<file path="config.mk">
export PLATFORM = sky130hd
export DESIGN_NAME = ref_clk_training_ctrl
export DESIGN_NICKNAME = d
export VERILOG_FILES = /design/src/rtl/ref_clk_training_ctrl.sv
export SDC_FILE = /design/constraint.sdc
export NUM_CORES = 1
export LEC_CHECK = 0
export CAP_MARGIN = 20
export CORE_MARGIN = 1.5
export CORE_UTILIZATION = 40
export DETAILED_ROUTE_END_ITERATION = 10
export HOLD_SLACK_MARGIN = 0.05
export SKIP_LAST_GASP = 1
export SYNTH_ARGS = -nofsm -noshare
export SYNTH_HDL_FRONTEND = slang
export SYNTH_SLANG_ARGS = --single-unit
</file>
<file path="constraint.sdc">
create_clock -name i_fab_clk -period 4.05 [get_ports i_fab_clk]
set_input_delay 1.0125 -clock i_fab_clk [delete_from_list [all_inputs] [get_ports i_fab_clk]]
set_output_delay 1.0125 -clock i_fab_clk [all_outputs]
set_load 0.02 [all_outputs]
</file>
<file path="src/rtl/ref_clk_training_ctrl.sv">
// Purpose : fabric-side training engine for the DDR3 reference-clock IOD; sweeps the
//           input delay line forward, finds the first stable clock edge, backs off a
//           fixed number of taps and reports the final tap.
// Latency : one tap step every SETTLE_CYCLES+2 cycles forward, SETTLE_CYCLES+1 back.
// Backpressure : none; TRAIN_START is a one-cycle request ignored while busy.
// Ports:
//   i_fab_clk / i_reset            fabric clock, async active-high reset
//   i_train_start                  one-cycle start request
//   i_rx_data[7:0]                 deserialised ref-clock sample from the IOD
//   i_delay_line_out_of_range      IOD delay line at its end stop (aborts to FAIL)
//   i_eye_monitor_early/late       IOD eye-monitor flags
//   o_delay_line_load/move/direction, o_eye_monitor_clear_flags   IOD controls
//   o_busy, o_train_done, o_train_err, o_tap_count[7:0], o_eye_flags[1:0]  status
module ref_clk_training_ctrl #(
  parameter int SETTLE_CYCLES = 8,
  parameter int MAX_TAPS      = 255,
  parameter int STABLE_CNT    = 2,
  parameter int BACKOFF_TAPS  = 4
) (
  input  logic       i_fab_clk,
  input  logic       i_reset,
  input  logic       i_train_start,
  input  logic [7:0] i_rx_data,
  input  logic       i_delay_line_out_of_range,
  input  logic       i_eye_monitor_early,
  input  logic       i_eye_monitor_late,
  output logic       o_delay_line_load,
  output logic       o_delay_line_move,
  output logic       o_delay_line_direction,
  output logic       o_eye_monitor_clear_flags,
  output logic       o_busy,
  output logic       o_train_done,
  output logic       o_train_err,
  output logic [7:0] o_tap_count,
  output logic [1:0] o_eye_flags
);

  localparam logic [15:0] SETTLE_LAST = 16'(SETTLE_CYCLES - 1);
  localparam logic [7:0]  MAX_TAP_L   = 8'(MAX_TAPS);
  localparam logic [7:0]  STABLE_L    = 8'(STABLE_CNT);
  localparam logic [7:0]  BACKOFF_L   = 8'(BACKOFF_TAPS);

  typedef enum logic [2:0] {
    S_IDLE, S_LOAD, S_SETTLE, S_SAMPLE, S_MOVE, S_BACK, S_DONE, S_FAIL
  } state_t;

  state_t      r_state;
  logic [15:0] r_settle_cnt;
  logic [7:0]  r_ref;
  logic        r_ref_vld;
  logic [7:0]  r_mismatch;
  logic [7:0]  r_edge_tap;
  logic        r_backoff;
  logic        r_load, r_move, r_dir, r_clear;
  logic        r_busy, r_done, r_err;
  logic [7:0]  r_tap;
  logic [1:0]  r_eye;

  logic [7:0]  w_mismatch_inc;
  logic [7:0]  w_edge_sel;
  logic [7:0]  w_target;

  assign w_mismatch_inc = r_mismatch + 8'd1;
  // On the very first mismatch the edge tap is being recorded this cycle, so
  // the back-off target has to be derived from the current tap directly.
  assign w_edge_sel     = (r_mismatch == 8'd0) ? r_tap : r_edge_tap;
  assign w_target       = (w_edge_sel > BACKOFF_L) ? (w_edge_sel - BACKOFF_L) : 8'd0;

  always_ff @(posedge i_fab_clk or posedge i_reset) begin
    if (i_reset) begin
      r_state      <= S_IDLE;
      r_settle_cnt <= '0;
      r_ref        <= '0;
      r_ref_vld    <= 1'b0;
      r_mismatch   <= '0;
      r_edge_tap   <= '0;
      r_backoff    <= 1'b0;
      r_load       <= 1'b0;
      r_move       <= 1'b0;
      r_dir        <= 1'b0;
      r_clear      <= 1'b0;
      r_busy       <= 1'b0;
      r_done       <= 1'b0;
      r_err        <= 1'b0;
      r_tap        <= '0;
      r_eye        <= '0;
    end else begin
      r_load  <= 1'b0;
      r_move  <= 1'b0;
      r_clear <= 1'b0;

      // Eye flags follow the IOD: cleared by the clear pulse, sticky otherwise,
      // and frozen once training has finished.
      if (r_state != S_DONE && r_state != S_FAIL) begin
        if (r_clear) r_eye <= 2'b00;
        else         r_eye <= r_eye | {i_eye_monitor_late, i_eye_monitor_early};
      end

      if (r_busy && i_delay_line_out_of_range) begin
        r_state <= S_FAIL;
        r_busy  <= 1'b0;
        r_err   <= 1'b1;
      end else begin
        case (r_state)
          S_IDLE, S_DONE, S_FAIL: begin
            if (i_train_start) begin
              r_state    <= S_LOAD;
              r_load     <= 1'b1;
              r_clear    <= 1'b1;
              r_busy     <= 1'b1;
              r_done     <= 1'b0;
              r_err      <= 1'b0;
              r_tap      <= '0;
              r_ref      <= '0;
              r_ref_vld  <= 1'b0;
              r_mismatch <= '0;
              r_edge_tap <= '0;
              r_backoff  <= 1'b0;
            end
          end
          S_LOAD: begin
            r_state      <= S_SETTLE;
            r_settle_cnt <= '0;
          end
          S_SETTLE: begin
            if (r_settle_cnt == SETTLE_LAST) begin
              r_settle_cnt <= '0;
              if (!r_backoff) begin
                r_state <= S_SAMPLE;
              end else if (r_tap > w_target) begin
                r_state <= S_BACK;
                r_move  <= 1'b1;
                r_dir   <= 1'b0;
                r_clear <= 1'b1;
                r_tap   <= r_tap - 8'd1;
              end else begin
                r_state <= S_DONE;
                r_busy  <= 1'b0;
                r_done  <= 1'b1;
              end
            end else begin
              r_settle_cnt <= r_settle_cnt + 16'd1;
            end
          end
          S_SAMPLE: begin
            if (r_ref_vld && (i_rx_data != r_ref) && (w_mismatch_inc >= STABLE_L)) begin
              // Edge confirmed: start backing off (the BACK state carries the move pulse).
              r_mismatch <= w_mismatch_inc;
              r_edge_tap <= w_edge_sel;
              r_backoff  <= 1'b1;
              if (r_tap > w_target) begin
                r_state <= S_BACK;
                r_move  <= 1'b1;
                r_dir   <= 1'b0;
                r_clear <= 1'b1;
                r_tap   <= r_tap - 8'd1;
              end else begin
                r_state <= S_DONE;
                r_busy  <= 1'b0;
                r_done  <= 1'b1;
              end
            end else begin
              if (!r_ref_vld) begin
                r_ref     <= i_rx_data;
                r_ref_vld <= 1'b1;
              end else if (i_rx_data != r_ref) begin
                r_mismatch <= w_mismatch_inc;
                r_edge_tap <= w_edge_sel;
              end else begin
                r_mismatch <= '0;
                r_edge_tap <= '0;
              end
              if (r_ref_vld && r_tap >= MAX_TAP_L) begin
                r_state <= S_FAIL;
                r_busy  <= 1'b0;
                r_err   <= 1'b1;
              end else begin
                r_state <= S_MOVE;
                r_move  <= 1'b1;
                r_dir   <= 1'b1;
                r_clear <= 1'b1;
                r_tap   <= r_tap + 8'd1;
              end
            end
          end
          S_MOVE, S_BACK: begin
            r_state      <= S_SETTLE;
            r_settle_cnt <= '0;
          end
          default: r_state <= S_IDLE;
        endcase
      end
    end
  end

  assign o_delay_line_load         = r_load;
  assign o_delay_line_move         = r_move;
  assign o_delay_line_direction    = r_dir;
  assign o_eye_monitor_clear_flags = r_clear;
  assign o_busy                    = r_busy;
  assign o_train_done              = r_done;
  assign o_train_err               = r_err;
  assign o_tap_count               = r_tap;
  assign o_eye_flags               = r_eye;

endmodule
</file>
; Word-level counts from Yosys, hierarchy flattened
; Cells that the tools add are included.
[totals]
register_bits = 62
latchBits = 0
ram_bits = 0
rom_bits = 0
input_bits = 14
out_inout_bits = 17
word_cells = 149
mem_count = 0
[op_classes]
n_addsub = 5
multipliers = 0
div_mod_pow = 0
order_cmp = 4
n_eq_ne = 25
n_shift = 0
mux = 71
bitwise = 2
reduce_logical = 26
[op_table]
columns = op, count
row1 = 8-bit two-way mux, 16
row2 = 8-bit case mux with 2 select lines, 3
row3 = 1-bit two-way mux, 32
row4 = 16-bit case mux with 2 select lines, 1
row5 = "3-bit inequality test, second input constant", 9
row6 = 8-bit case mux with 3 select lines, 1
row7 = "16-bit by 1-bit adder with 16-bit output, second input constant", 1
row8 = "8-bit by 1-bit adder with 8-bit output, second input constant", 2
row9 = "16-bit by 3-bit == test with 1-bit output, second input constant", 1
row10 = 16-bit two-way mux, 1
row11 = 4-bit AND reduction, 4
row12 = 3-bit two-way mux, 5
row13 = 5-bit AND reduction, 3
row14 = "3-bit == test, second input constant", 4
row15 = "2-bit inequality test, second input constant", 6
row16 = 3-bit case mux with 4 select lines, 1
row17 = 6-bit AND reduction, 2
row18 = 1-bit case mux with 2 select lines, 5
row19 = 1-bit case mux with 3 select lines, 3
row20 = "8-bit by 2-bit >= comparator with 1-bit output, second input constant", 1
row21 = "8-bit >= comparator, second input constant", 1
row22 = "8-bit by 3-bit greater-than comparator with 1-bit output, second input constant", 1
row23 = 8-bit greater-than comparator, 1
row24 = 8-bit logical NOT, 1
row25 = other kinds (16), 28

; Logic depth before layout (Yosys ltp)
[depth]
depth_word = 10
depth_mapped = 21
ltp_nobuf = 17

; Worst setup path before layout
; No wires, ideal clock.
[synth_timing]
kind = flip-flop to flip-flop
startpoint = register r_mismatch[0]
endpoint = register r_tap[3] (netlist: o_tap_count[3])
setup_ps = 65
arrival_time_ps = 4108
required_time_ps = 3985
setup_slack_ps = -123
path_stages_with_launch = 21
n_path_buf = 4
period_less_slack_ps = 4173
path_cell_list = dfrtp_1 > buf_2 > inv_1 > ha_1 > and4_1 > clkbuf_1 > buf_2 > mux2i_1 > ha_1 > a21oi_1 > or3b_1 > clkbuf_1 > a21boi_1 > ha_1 > nor2b_1 > o21ai_1 > a21boi_0 > o31ai_4 > or4b_1 > a21boi_1 > o22a_1
[synth_between]
elab_chain_len = 9
elab_cells_between_ends = 16
cone_classes = add/sub (2) / order compare (3) / eq/ne (1) / mux (7) / reduce/logical (3)
[synth_rtl]
columns = element, line_no
row1 = from (decl), 51  ; logic [7:0] r_mismatch;
row2 = from (signal assigned), 148  ; r_mismatch <= w_mismatch_inc;
row3 = from (signal assigned), 167  ; r_mismatch <= w_mismatch_inc;
row4 = 8-bit logical NOT, 66  ; assign w_edge_sel = (r_mismatch == 8'd0) ? r_tap : r_edge_tap;
row5 = 8-bit two-way mux, 66
row6 = 8-bit by 3-bit subtractor with 8-bit output or 8-bit by 3-bit greater-than comparator with 1-bit output (tied branches), 67  ; assign w_target = (w_edge_sel > BACKOFF_L) ? (w_edge_sel - BACKOFF_L) : 8'd0;
row7 = 8-bit two-way mux, 67
row8 = 8-bit greater-than comparator, "130, 151"
row9 = 8-bit two-way mux (3 in series), -
row10 = 8-bit case mux with 3 select lines, 104  ; case (r_state)
row11 = to (signal assigned), 135  ; r_tap <= r_tap - 8'd1;
row12 = to (signal assigned), 156  ; r_tap <= r_tap - 8'd1;
row13 = to (signal assigned), 182  ; r_tap <= r_tap + 8'd1;
row14 = to (decl), 56  ; logic [7:0] r_tap;
; Parallel ways exist; a longest one is shown, timed or not. The select of a mux whose other input is x is not followed.
; A chain may end at the register's enable or synchronous reset.

; Final worst setup path
[layout_timing]
startpoint = register r_mismatch[2]
endpoint = register r_busy (netlist: o_busy)
[layout_between]
elab_chain_len = 10
elab_cells_between_ends = 17
cone_classes = add/sub (2) / order compare (3) / eq/ne (1) / mux (8) / reduce/logical (3)
[layout_rtl]
columns = element, line_no
row1 = 8-bit logical NOT, 66
row2 = 8-bit two-way mux, 66
row3 = 8-bit by 3-bit subtractor with 8-bit output or 8-bit by 3-bit greater-than comparator with 1-bit output (tied branches), 67
row4 = 8-bit two-way mux, 67
row5 = 8-bit greater-than comparator, "130, 151"
row6 = 1-bit two-way mux (3 in series), -
row7 = 1-bit case mux with 3 select lines, 104
row8 = 1-bit two-way mux, 99  ; if (r_busy && i_delay_line_out_of_range) begin
row9 = to (signal assigned), 101  ; r_busy <= 1'b0;
row10 = to (signal assigned), 110  ; r_busy <= 1'b1;
row11 = to (signal assigned), 138  ; r_busy <= 1'b0;
row12 = to (decl), 55  ; logic r_busy, r_done, r_err;
; Parallel ways exist; a longest one is shown, timed or not. The select of a mux whose other input is x is not followed.

==> impl_metrics.json <==
{
  "status": "finished, final reports clean",
  "max_stage_delay_ps": 470,
  "ys_ff_latch": 62,
  "netlist.area_leader.share_pct": 39.0,
  "grt_pass1_wl_microns": 16800,
  "setup_violations": 0,
  "syn_area_per_cell_sq_um": 8.78,
  "final_cell_mix": "62 x dfrtp_1, 45 x nand2_1, 37 x nor2_1",
  "start_kind": "flip-flop",
  "final_common_cell": "dfrtp_1",
  "dpl.hpwl_microns": 6990,
  "areaGrowthSynthToFinish_pct": 17.7,
  "drcViolationCount": 0,
  "end_kind": "flip-flop",
  "core_area_sq_um": 9730,
  "grt_max_degree": 28,
  "cts_root_buf": "clkbuf_8",
  "met3_usage_pct": 4.34,
  "place_congestion": 0.854,
  "ys_async_sr_fraction_pct": 100,
  "htree_levels": 3,
  "powerDensity_nw_per_um2": 793,
  "drv_slew": 0,
  "nets": 516,
  "cts_tree": "built",
  "hold_viol_final": 0,
  "worstSkewPairLatency_ps": 350,
  "grt_util_met2_pct": 31.7,
  "io_buffer_count": 30,
  "fin_crit_ps": 3850,
  "cp_max_fo": 9,
  "start_util_pct": 40.9,
  "yosysSeqAreaShare_pct": 39.0,
  "power_mw": 3.71,
  "multi_input_area_sq_um": 2300,
  "tightest_slew_ps": 688,
  "path_cells": "nor2_2 -> and4_4 -> mux2i_4 -> ha_1 -> a21oi_1 -> or3b_4 -> nand2_1 -> ha_1 -> and4_1 -> a21boi_2 -> o31ai_4 -> nor2_2 -> or3_1 -> o211a_1",
  "place_ws_ps": 21.4,
  "slowest_stage": "dfrtp_1",
  "grt_pass1_vias": 3445,
  "grt-busiest-layer": "met2",
  "clk_pin_slew_worst_paths_ps": 80,
  "num_io_pins": 31,
  "syn_area_sq_um": 3980,
  "cts_max_path_buffers": 2,
  "drive_above_1_share_pct": 9.16,
  "fillers": 967,
  "ys_warn_count": 0,
  "via_per_inst": 5.71,
  "relSlewSlack_pct": 53.8,
  "syn-num-nets": 483,
  "syn_inst": 453,
  "synth-edff-count": 0,
  "synth_ff_type": "dfrtp_1",
  "wirelength_microns": 9940,
  "dieArea_sq_um": 10500,
  "skew_ps": 14.4,
  "die_h_microns": 103,
  "wire_per_inst_microns": 15.9,
  "ys_types": 62,
  "postLayoutCoreUtil_pct": 48.1,
  "grt_util_met1_pct": 28.7,
  "yosys.area.top_type": "dfrtp_1",
  "rows": 36,
  "p_leak_nw": 1.99,
  "cts_num_sinks": 62,
  "maxCapViolCount": 0,
  "dr.pass1.iters": 5,
  "fmax_mhz": 260,
  "worst-setup-path-type": "reg2reg",
  "antenna_found_initial": 0,
  "worst_slack_ps": 203,
  "die_w_microns": 103,
  "hold_class": "reg2reg",
  "drt_iter0_markers": 170,
  "vias": 3560,
  "final_antenna_net_count": 0,
  "finalCritPeriodShare_pct": 95.0,
  "setup_tns_ps": 0,
  "grtUsageTotal_pct": 20.3,
  "regArea_sq_um": 1550,
  "grt_overflow": 0,
  "whs_ps": 485,
  "cts_buffers": 9,
  "cp.arrival_ps": 4080,
  "ys_top_cells_by_area": "dfrtp_1 39%, ha_1 5.0%, a22o_1 4.6%",
  "critical_path_required_ps": 4290,
  "peakVddDrop_mv": 0.388,
  "antenna_cells": 0
}
worst max-delay path, delay by kind of cell, from the launching register on:
family,cells,cell delay [ps]
compound gates,4,720
fa+ha+maj,2,480
flops,1,470
mux,1,300
simple gates,7,1770
report_power, final:
part / total, mW / leakage [nW] / switching (mW) / internal, mW
Sequential: 0.923 / 0.832 / 0.160 / 0.764
Clock: 0.560 / 0.0914 / 0.275 / 0.285
Combinational: 2.23 / 1.07 / 1.31 / 0.918
Total: 3.71 / 1.99 / 1.75 / 1.97
cell usage after synthesis, drive strengths merged (10+ instances only):
library cell	n
dfrtp	62
nand2	45
o21ai	44
nor2	40
a21oi	22
a22o	21
nand3	21
ha	16
inv	15
clkbuf	14
nand4	14
nor3	14
xnor2	11
xor2	10
registers in the layout (all words and copies together), names as in the netlist:
| name | flops |
|---|---|
| o_eye_monitor_clear_flags | 1 |
| r_settle_cnt | 16 |
| r_ref_vld | 1 |
| r_state | 3 |
| o_train_err | 1 |
| r_mismatch | 8 |
| r_edge_tap | 8 |
| r_ref | 8 |
| o_delay_line_load | 1 |
| r_backoff | 1 |
| o_train_done | 1 |
| o_eye_flags | 2 |
| o_busy | 1 |
| o_delay_line_direction | 1 |
| o_tap_count | 8 |
| o_delay_line_move | 1 |
final timing paths:
path	from	endpoint	slack [ps]	depth (start not counted)
max	r_mismatch[2]	o_busy	200	14
min reg2reg	r_settle_cnt[15]	r_settle_cnt[15]	480	1
min in group asynchronous	i_reset	r_settle_cnt[12]	1060	2
max in group asynchronous	i_reset	r_mismatch[5]	2310	3
max reg2reg	r_mismatch[2]	o_busy	200	14
min	r_settle_cnt[15]	r_settle_cnt[15]	480	1
repair_timing:
item / CTS / global route
setup endpoints to repair: 0 / 12
hold endpoints to repair: 0 / 0
buffers inserted: 0 / 0
resized for setup: 0 / 8
hold buffers: 0 / 0
metrics by stage:
| step | cell area (sq um) | cells |
|---|---|---|
| 2_1_floorplan | 3980 | 453 |
| 3_3_place_gp | 4450 | 608 |
| 3_5_place_dp | 4450 | 608 |
| 4_1_cts | 4650 | 624 |
| 5_1_grt | 4680 | 624 |
| 6_report | 4680 | 624 |
per-layer routing:
layer,wire length [microns],vias up
li1,-,1730
met1,4690,1701
met2,4590,118
met3,558,11
met4,106,0
met5,0,-
layout make-up:
cell class | count | area share (%)
inverters | 15 | 1.20
clock inverters | 7 | 1.60
well taps | 133 | 3.56
flip-flops and latches | 62 | 33.1
repair buffers | 44 | 8.66
multi-input cells | 354 | 49.2
clock buffers | 9 | 2.65
cell families (layout without fill, tap and decap cells):
logic type               after synthesis  in the layout  share of synthesized area, %
AND/OR/NAND/NOR                      178            178                          22.6
AO/OA/AOI/OAI                        131            131                          22.6
flip-flops                            62             62                          39.0
buffers and inverters                 37             75                          4.06
XOR/XNOR                              21             21                          4.63
adder cells (fa/ha/maj)               16             16                          5.03
multiplexers                           8              8                          2.01
Power figures use the tool's default switching activity.
